`config.mk`:
```
export PLATFORM = sky130hd
export DESIGN_NAME = muldiv_seq_flat
export DESIGN_NICKNAME = d
export VERILOG_FILES = /design/src/rtl/muldiv_if.sv /design/src/rtl/muldiv_seq.sv /design/src/flat_wrapper.sv
export SDC_FILE = /design/constraint.sdc
export NUM_CORES = 1
export LEC_CHECK = 0
export ABC_AREA = 0
export ABC_CLOCK_PERIOD_IN_PS = 7000
export CAP_MARGIN = 25
export CELL_PAD_IN_SITES_DETAIL_PLACEMENT = 1
export CELL_PAD_IN_SITES_GLOBAL_PLACEMENT = 1
export CORE_MARGIN = 1.5
export CORE_UTILIZATION = 39
export DETAILED_ROUTE_END_ITERATION = 8
export PLACE_DENSITY_LB_ADDON = 0.1
export SETUP_SLACK_MARGIN = 0.15
export SLEW_MARGIN = 0
export SYNTH_ARGS = -nofsm -noshare
export SYNTH_HDL_FRONTEND = slang
export SYNTH_SLANG_ARGS = --single-unit
export TNS_END_PERCENT = 5
```
`constraint.sdc`:
```
create_clock -name clk -period 7 [get_ports clk]
set_clock_uncertainty 0.1 [all_clocks]
set_input_delay 1.4 -clock clk [delete_from_list [all_inputs] [get_ports clk]]
set_output_delay 1.4 -clock clk [all_outputs]
set_load 0.02 [all_outputs]
```
`src/rtl/muldiv_if.sv`:
```
// Handshake and result bus between the execute-stage controller and the
// iterative multiply/divide unit.
interface muldiv_if #(
    parameter int WIDTH = 32
);
    logic             start;
    logic [1:0]       op;
    logic [WIDTH-1:0] a;
    logic [WIDTH-1:0] b;
    logic             abort;
    logic             mthi;
    logic             mtlo;
    logic [WIDTH-1:0] wdata;
    logic             busy;
    logic             done;
    logic [WIDTH-1:0] hi;
    logic [WIDTH-1:0] lo;

    modport master (
        output start, op, a, b, abort, mthi, mtlo, wdata,
        input  busy, done, hi, lo
    );

    modport slave (
        input  start, op, a, b, abort, mthi, mtlo, wdata,
        output busy, done, hi, lo
    );
endinterface

```
`src/rtl/muldiv_seq.sv`:
```
// Iterative MULT/MULTU/DIV/DIVU unit owning HI/LO: one shared adder,
// WIDTH iterations of shift-add or restoring divide, then a sign fixup.
module muldiv_seq #(
    parameter int WIDTH = 32
) (
    input  logic     clk,
    input  logic     reset,
    muldiv_if.slave  bus
);
    localparam int CW = $clog2(WIDTH);

    typedef enum logic [1:0] {IDLE, CALC, FIXUP} state_t;

    state_t             r_state;
    state_t             w_stateNext;
    logic [CW-1:0]      r_cnt;
    logic [1:0]         r_op;
    logic               r_negQ;
    logic               r_negR;
    logic               r_divZero;
    logic [WIDTH-1:0]   r_aOrig;
    logic [WIDTH-1:0]   r_b;
    logic [WIDTH-1:0]   r_acc;
    logic [WIDTH-1:0]   r_work;
    logic [WIDTH-1:0]   r_hi;
    logic [WIDTH-1:0]   r_lo;
    logic               r_done;

    logic               w_load;
    logic               w_commit;
    logic               w_mtWrite;
    logic               w_isDiv;
    logic [WIDTH-1:0]   w_addA;
    logic [WIDTH-1:0]   w_addB;
    logic               w_cin;
    logic [WIDTH:0]     w_sum;
    logic               w_noBorrow;
    logic [2*WIDTH-1:0] w_prodNeg;
    logic [WIDTH-1:0]   w_hiRes;
    logic [WIDTH-1:0]   w_loRes;

    always_ff @(posedge clk or posedge reset) begin
        if (reset) r_state <= IDLE;
        else       r_state <= w_stateNext;
    end

    // abort beats everything, including a start arriving in IDLE
    always_comb begin
        w_stateNext = r_state;
        w_load      = 1'b0;
        w_commit    = 1'b0;
        w_mtWrite   = 1'b0;
        case (r_state)
            IDLE: begin
                if (bus.start && !bus.abort) begin
                    w_stateNext = CALC;
                    w_load      = 1'b1;
                end
                w_mtWrite = !bus.start;
            end
            CALC: begin
                if (bus.abort)          w_stateNext = IDLE;
                else if (r_cnt == '0)   w_stateNext = FIXUP;
            end
            FIXUP: begin
                w_stateNext = IDLE;
                w_commit    = !bus.abort;
            end
            default: w_stateNext = IDLE;
        endcase
    end

    // Divide reuses the adder as a subtractor: A + ~B + 1
    assign w_isDiv    = r_op[1];
    assign w_addA     = w_isDiv ? {r_acc[WIDTH-2:0], r_work[WIDTH-1]} : r_acc;
    assign w_addB     = w_isDiv ? ~r_b : (r_work[0] ? r_b : '0);
    assign w_cin      = w_isDiv;
    assign w_sum      = {1'b0, w_addA} + {1'b0, w_addB} + {{WIDTH{1'b0}}, w_cin};
    assign w_noBorrow = r_acc[WIDTH-1] | w_sum[WIDTH];
    assign w_prodNeg  = -{r_acc, r_work};

    always_comb begin
        w_hiRes = r_acc;
        w_loRes = r_work;
        if (w_isDiv) begin
            if (r_divZero) begin
                w_hiRes = r_aOrig;
                w_loRes = '1;
            end else begin
                w_hiRes = r_negR ? -r_acc  : r_acc;
                w_loRes = r_negQ ? -r_work : r_work;
            end
        end else if (r_negQ) begin
            w_hiRes = w_prodNeg[2*WIDTH-1:WIDTH];
            w_loRes = w_prodNeg[WIDTH-1:0];
        end
    end

    always_ff @(posedge clk or posedge reset) begin
        if (reset) begin
            r_cnt     <= '0;
            r_op      <= '0;
            r_negQ    <= 1'b0;
            r_negR    <= 1'b0;
            r_divZero <= 1'b0;
            r_aOrig   <= '0;
            r_b       <= '0;
            r_acc     <= '0;
            r_work    <= '0;
            r_hi      <= '0;
            r_lo      <= '0;
            r_done    <= 1'b0;
        end else begin
            r_done <= w_commit;
            if (w_load) begin
                r_op      <= bus.op;
                r_negQ    <= bus.op[0] & (bus.a[WIDTH-1] ^ bus.b[WIDTH-1]);
                r_negR    <= bus.op[0] & bus.a[WIDTH-1];
                r_divZero <= bus.op[1] && (bus.b == '0);
                r_aOrig   <= bus.a;
                r_b       <= (bus.op[0] && bus.b[WIDTH-1]) ? -bus.b : bus.b;
                r_work    <= (bus.op[0] && bus.a[WIDTH-1]) ? -bus.a : bus.a;
                r_acc     <= '0;
                r_cnt     <= CW'(WIDTH-1);
            end else if (r_state == CALC && !bus.abort) begin
                if (w_isDiv) begin
                    r_acc  <= w_noBorrow ? w_sum[WIDTH-1:0] : w_addA;
                    r_work <= {r_work[WIDTH-2:0], w_noBorrow};
                end else begin
                    r_acc  <= w_sum[WIDTH:1];
                    r_work <= {w_sum[0], r_work[WIDTH-1:1]};
                end
                if (r_cnt != '0) r_cnt <= r_cnt - 1'b1;
            end
            if (w_commit) begin
                r_hi <= w_hiRes;
                r_lo <= w_loRes;
            end else if (w_mtWrite) begin
                if (bus.mthi) r_hi <= bus.wdata;
                if (bus.mtlo) r_lo <= bus.wdata;
            end
        end
    end

    assign bus.busy = (r_state != IDLE);
    assign bus.done = r_done;
    assign bus.hi   = r_hi;
    assign bus.lo   = r_lo;
endmodule

```
`src/flat_wrapper.sv`:
```
// flat-port wrapper written by rule: the top's interface ports become plain ports
module muldiv_seq_flat 
#(
    parameter int WIDTH = 32
)
  (clk, reset, bus_start, bus_op, bus_a, bus_b, bus_abort, bus_mthi, bus_mtlo, bus_wdata, bus_busy, bus_done, bus_hi, bus_lo);
  muldiv_if #(.WIDTH(WIDTH)) bus_i ();
  input  logic clk;
  input  logic reset;
  input wire logic [$bits(bus_i.start)-1:0] bus_start;
  input wire logic [$bits(bus_i.op)-1:0] bus_op;
  input wire logic [$bits(bus_i.a)-1:0] bus_a;
  input wire logic [$bits(bus_i.b)-1:0] bus_b;
  input wire logic [$bits(bus_i.abort)-1:0] bus_abort;
  input wire logic [$bits(bus_i.mthi)-1:0] bus_mthi;
  input wire logic [$bits(bus_i.mtlo)-1:0] bus_mtlo;
  input wire logic [$bits(bus_i.wdata)-1:0] bus_wdata;
  output wire logic [$bits(bus_i.busy)-1:0] bus_busy;
  output wire logic [$bits(bus_i.done)-1:0] bus_done;
  output wire logic [$bits(bus_i.hi)-1:0] bus_hi;
  output wire logic [$bits(bus_i.lo)-1:0] bus_lo;
  assign bus_i.start = bus_start;
  assign bus_i.op = bus_op;
  assign bus_i.a = bus_a;
  assign bus_i.b = bus_b;
  assign bus_i.abort = bus_abort;
  assign bus_i.mthi = bus_mthi;
  assign bus_i.mtlo = bus_mtlo;
  assign bus_i.wdata = bus_wdata;
  assign bus_busy = bus_i.busy;
  assign bus_done = bus_i.done;
  assign bus_hi = bus_i.hi;
  assign bus_lo = bus_i.lo;
  muldiv_seq #(.WIDTH(WIDTH)) u_core (.clk(clk), .reset(reset), .bus(bus_i));
endmodule
```
==> flow_summary_export.csv, run 1 <==
group,metric,value,unit
synth,synth_edf_count,0,
clock_network,tritoncts,"yes",
timing,slew_violations,0,
finish,fin_util,47.3,%
floorplanning,ios,170,
synth,yosysTopAreaCell,"dfrtp_1",
synth,async_flop_share,100,%
synth,ys.flop_type,"dfrtp_1",
timing,setup_viol,0,
routing,postRouteAntennaNets,0,
global_route,grt-ovfl-total,0,
setup_path,required,7.34,ns
finish,layout.cells.non_filler,2505,
synth,synth.distinct_cells,83,
routing,via_per_inst,5.90,
synth,synth_commonest_cells,"361 x nand2_1, 225 x o21ai_0, 204 x dfrtp_1",
routing,finalWirelength,59.1,mm
setup_path,crit_fanout,50,
timing,whs,0.383,ns
setup_path,rrSetupSlack,1.78,ns
global_route,antenna_found_initial,2,
setup_path,endpoint_kind,"flip-flop",
placement,portBuffers,169,
clock_network,htree_levels,1,
floorplanning,initial_utilization,39.7,%
floorplanning,die_height,201,um
hold_path,hp-class,"flip-flop to flip-flop",
routing,vias,14800,
status,status,"finished, final reports clean",
clock_network,post_cts_buffers,0,
timing,fin_setup_tns,0,ns
placement,dp_hpwl,43.7,mm
synth,yosys-top-cells-area,"dfrtp_1 33%, nand2_1 8.8%, o21ai_0 7.3%",
synth,synth_top_area_share,33.2,%
routing,drc,0,
setup_path,max_stage_delay,0.78,ns
flow_run,drv_cap,0,
setup_path,crit_buf_inv,3,
placement,gp_congestion,0.888,
timing,tightest_slew,0.982,ns
floorplanning,die_area,40600,sq um
power,ir_drop,0.000182,V
setup_path,crit_top_cell,"o21ai_0",
power,power,6.74,mW
clock_network,numClockSinks,204,
power,leakage,7.64,nW
synth,synth_most_common_cell,"nand2_1",
routing,first_iter_violations,1096,
synth,avgSynthCellArea,8.12,sq um
timing,fmax,192,MHz
synth,synthCells,1893,
timing,relSlewSlack,34.6,%
setup_path,arrival,5.56,ns
timing,rsz0062_at_grt,"no",
global_route,grt_pass1_wl,91.2,mm
setup_path,cp_cell_sequence,"clkinv_1, buf_4, o21ai_0, ha_1, o211ai_1, o21ai_0, o2111a_1, o21ai_0, o211ai_1, a21o_1, buf_4, nand2_1, or3_1, a22o_1",
synth,syn_area,15400,sq um
synth,synth.net_count,2037,
finish,diodes,0,
clock_network,cts_buffers,27,
placement,placed_cells,2455,
synth,synth-seq-cells,204,
power,power.density,368,nW/um^2
routing,first_pass_iters,5,
timing,finalHoldViolCount,0,
clock_network,post_cts_resized,0,
setup_path,criticalPathCategory,"flip-flop to flip-flop",
floorplanning,row_count,72,
global_route,grt_pass1_vias,14700,
global_route,track_usage,28.8,%
synth,seq_area_frac_synth,33.2,%
clock_network,insertion_delay,0.56,ns
routing,wire_per_inst,23.6,um
floorplanning,core,38700,sq um
finish,layout.nets,2110,
global_route,grt_max_degree,140,
setup_path,cpLargestDelayFamily,"compound AO/OA/AOI/OAI gates",
timing,min_period,5.22,ns
clock_network,clk_pin_slew,0.06,ns
timing,post-route-period-util,74.5,%
synth,yosysWarnings,0,
setup_path,worst_setup_path_start_kind,"flip-flop",
clock_network,hold_buffers,0,
floorplanning,fp.dieW,201,um
clock_network,root_buffer,"clkbuf_16",
clock_network,clockBufferDepth,3,
setup_path,critPathSlowestCell,"dfrtp_4",
finish,synthToLayoutAreaGrowth,19.2,%
finish,layout-drive-gt1-share,7.15,%
==> layout make-up <==
cell class | instances | area (sq um)
Sequential cell | 204 | 5110
Timing Repair Buffer | 192 | 1880
Fill cell | 4622 | 20400
Inverter | 28 | 109
Clock inverter | 10 | 163
Clock buffer | 40 | 815
Multi-Input combinational cell | 1513 | 9600
Tap cell | 518 | 648
==> final timing paths <==
path | startpoint | endpoint | depth (start not counted)
min in group asynchronous | reset | u_core.r_acc[1]$_DFFE_PP0P_ | 3
hold reg to reg | u_core.r_aOrig[15]$_DFFE_PP0P_ | u_core.r_aOrig[15]$_DFFE_PP0P_ | 2
setup / recovery | u_core.r_op[1]$_DFFE_PP0P_ | u_core.r_acc[31]$_DFFE_PP0P_ | 14
setup reg to reg | u_core.r_op[1]$_DFFE_PP0P_ | u_core.r_acc[31]$_DFFE_PP0P_ | 14
hold / removal | u_core.r_aOrig[15]$_DFFE_PP0P_ | u_core.r_aOrig[15]$_DFFE_PP0P_ | 2
max in group asynchronous | reset | u_core.bus.hi[26]$_DFFE_PP0P_ | 3
==> layout by cell type, fill, tap and decap left out, drive strengths merged, types with 7 or more instances in the layout <==
cell type and count:
nand2 361, o21ai 229, dfrtp 204, clkdlybuf4s50 169, nor2 103, xor2 94, a21oi 87, mux2i 86
xnor2 65, clkbuf 40, mux2 39, ha 38, o211ai 37, a32oi 28, nand3 27, inv 27
a22oi 25, buf 23, nor3 22, a21o 21, or3 20, o31ai 19, nand2b 17, a211oi 16
nor4 15, a31oi 14, or4 14, a221oi 11, o41ai 9, o22ai 8, or2 8, and3 7
==> where the power goes <==
part | switching [mW] | total, mW | leakage [nW] | internal [mW]
clock network | 0.574 | 1.52 | 0.475 | 0.950
logic | 1.90 | 3.18 | 4.65 | 1.28
registers | 0.567 | 2.04 | 2.51 | 1.47
==> per-stage QoR <==
step                instance area (sq um)  setup slack (ns)
finish                              18300              1.78
global route                        18300              1.43
detailed placement                  17300              1.83
CTS                                 18300              1.81
global placement                    17300              1.97
floorplan                           15400              2.63
==> state kept, by name (all words and copies together) (netlist names) <==
name,cells
u_core.r_op,1
u_core.r_divZero,1
u_core.bus.done,1
u_core.r_state,2
u_core.r_b,32
u_core.r_negR,1
u_core.r_aOrig,32
u_core.r_cnt,5
u_core.r_work,32
u_core.r_acc,32
u_core.bus.hi,32
u_core.r_negQ,1
u_core.bus.lo,32
==> per-layer routing <==
layer	wire, um	track usage, %	share of wire, %
met5	0	0	0
met1	28900	43.2	49
met3	3080	3.61	5.2
met2	26200	44.6	44
met4	869	5.30	1.5
==> logic make-up after synthesis <==
kind of cell	count (synthesis)	synth area share, %
AND/OR/NAND/NOR	639	19.2
XOR/XNOR	159	9.06
buffers and inverters	176	4.40
flip-flops	204	33.2
AO/OA/AOI/OAI	550	22.3
multiplexers	125	8.46
adder cells (fa/ha/maj)	40	3.36
==> worst min-delay path: stages (launching register included) <==
cell and delay, ns:
dfrtp_1 0.34, nand2_1 0.05, nand2_1 0.05
Note: power is estimated with default switching activity, not from simulation.
==> run 2, diff against run 1 <==
Settings changed: ABC_CLOCK_PERIOD_IN_PS 7000 to 4300.
Clock period 7 ns to 4.3 ns, I/O delays scaled along.
==> flow_summary_export.csv, run 2 (same netlist as run 1, synthesis figures left out) <==
group,metric,value,unit
floorplanning,die_height,201,um
timing,rsz0062_at_grt,"yes",
clock_network,numClockSinks,204,
clock_network,post_cts_buffers,0,
clock_network,hold_buffers,0,
floorplanning,row_count,72,
clock_network,insertion_delay,0.57,ns
floorplanning,core,38700,sq um
floorplanning,ios,170,
global_route,grt_pass1_vias,15300,
timing,min_period,3.99,ns
clock_network,cts_buffers,26,
floorplanning,die_area,40600,sq um
routing,vias,15000,
routing,first_iter_violations,1064,
timing,fin_setup_tns,0,ns
timing,relSlewSlack,39.7,%
global_route,grt_pass1_wl,93.8,mm
finish,diodes,0,
power,leakage,7.86,nW
timing,post-route-period-util,92.9,%
flow_run,drv_cap,0,
routing,wire_per_inst,23.7,um
clock_network,tritoncts,"yes",
timing,setup_viol,0,
floorplanning,fp.dieW,201,um
routing,drc,0,
setup_path,arrival,4.35,ns
finish,mostFrequentLayoutCells,"361 x nand2_1, 223 x o21ai_0, 203 x dfrtp_1, 169 x clkdlybuf4s50_1, 99 x nor2_1",
routing,finalWirelength,60.4,mm
finish,final_common_cell,"nand2_1",
clock_network,root_buffer,"clkbuf_16",
setup_path,worst_setup_path_start_kind,"flip-flop",
floorplanning,initial_utilization,39.7,%
status,status,"finished, final reports clean",
finish,layout-drive-gt1-share,9.59,%
clock_network,clk_pin_slew,0.06,ns
clock_network,htree_levels,1,
timing,slew_violations,0,
setup_path,crit_fanout,17,
hold_path,hp-class,"flip-flop to flip-flop",
timing,fmax,250,MHz
clock_network,clockBufferDepth,3,
finish,layout.nets,2157,
placement,portBuffers,169,
setup_path,endpoint_kind,"flip-flop",
placement,dp_hpwl,45.5,mm
routing,postRouteAntennaNets,0,
global_route,grt-ovfl-total,0,
placement,gp_congestion,0.911,
routing,first_pass_iters,5,
global_route,grt_max_degree,164,
power,power.density,592,nW/um^2
global_route,antenna_found_initial,0,
setup_path,required,4.65,ns
timing,tightest_slew,0.901,ns
routing,via_per_inst,5.88,
global_route,track_usage,29.8,%
timing,finalHoldViolCount,0,
setup_path,criticalPathCategory,"flip-flop to flip-flop",
power,ir_drop,0.000338,V
finish,synthToLayoutAreaGrowth,21.3,%
power,power,11.0,mW
-- run 2: area by class of cell --
| type | count | area [sq um] |
|---|---|---|
| timing repair buffer | 240 | 2270 |
| inverter | 28 | 109 |
| multi-input combinational | 1513 | 9620 |
| clock inverter | 13 | 124 |
| sequential | 204 | 5110 |
| fill | 4606 | 20100 |
| tap | 518 | 648 |
| clock buffer | 35 | 766 |
-- run 2: repair_timing --
action,4_1_cts,5_1_grt
gates resized for setup,0,9
endpoints found under the setup margin,0,23
endpoints found under the hold margin,0,0
-- run 2: through the flow --
step	utilization, %	area (sq um)	setup slack, ns	std cells	hold WS, ns
after detailed placement	45.8	17700	0.108	2503	0.362
after floorplan	-	15400	-0.0729	1893	0.340
after CTS	48.1	18600	0.180	2551	0.376
final	48.1	18600	0.306	2551	0.378
after global placement	45.8	17700	0.141	2503	0.358
after global routing	48.1	18600	0.121	2551	0.394
-- run 2: worst max-delay path, cell delays in order, from the launching register on --
cell and delay (ns):
dfrtp_4 0.48, clkinv_1 0.16, buf_4 0.24, buf_4 0.20, o21ai_0 0.45, ha_1 0.37, a21oi_1 0.29, o21ai_0 0.24
o21ai_0 0.22, o211ai_1 0.16, a21o_2 0.31, buf_4 0.24, mux2i_1 0.17, a21oi_1 0.09, a21o_1 0.17
-- run 2: path summary, 6_finish.rpt --
| path | slack (ns) | depth (start not counted) | end | start |
|---|---|---|---|---|
| max in group asynchronous | 2.62 | 3 | u_core.r_op[1]$_DFFE_PP0P_ | reset |
| worst min register to register | 0.38 | 2 | u_core.r_aOrig[7]$_DFFE_PP0P_ | u_core.r_aOrig[7]$_DFFE_PP0P_ |
| min in group asynchronous | 0.64 | 2 | u_core.r_acc[17]$_DFFE_PP0P_ | reset |
| worst max-delay path | 0.31 | 14 | u_core.r_acc[10]$_DFFE_PP0P_ | u_core.r_op[1]$_DFFE_PP0P_ |
| worst max register to register | 0.31 | 14 | u_core.r_acc[10]$_DFFE_PP0P_ | u_core.r_op[1]$_DFFE_PP0P_ |
| worst min-delay path | 0.38 | 2 | u_core.r_aOrig[7]$_DFFE_PP0P_ | u_core.r_aOrig[7]$_DFFE_PP0P_ |
-- run 2: routing by layer --
| layer | track usage (%) | share of wire [%] |
|---|---|---|
| met1 | 43.1 | 48 |
| met2 | 44.6 | 43 |
| met3 | 5.85 | 6.3 |
| met4 | 8.88 | 2.9 |
| met5 | 0 | 0 |
-- run 2: where the power goes --
group	leakage (nW)	internal [mW]	switching [mW]
Sequential	2.51	2.40	0.748
Combinational	4.90	2.24	3.35
Clock	0.442	1.36	0.938
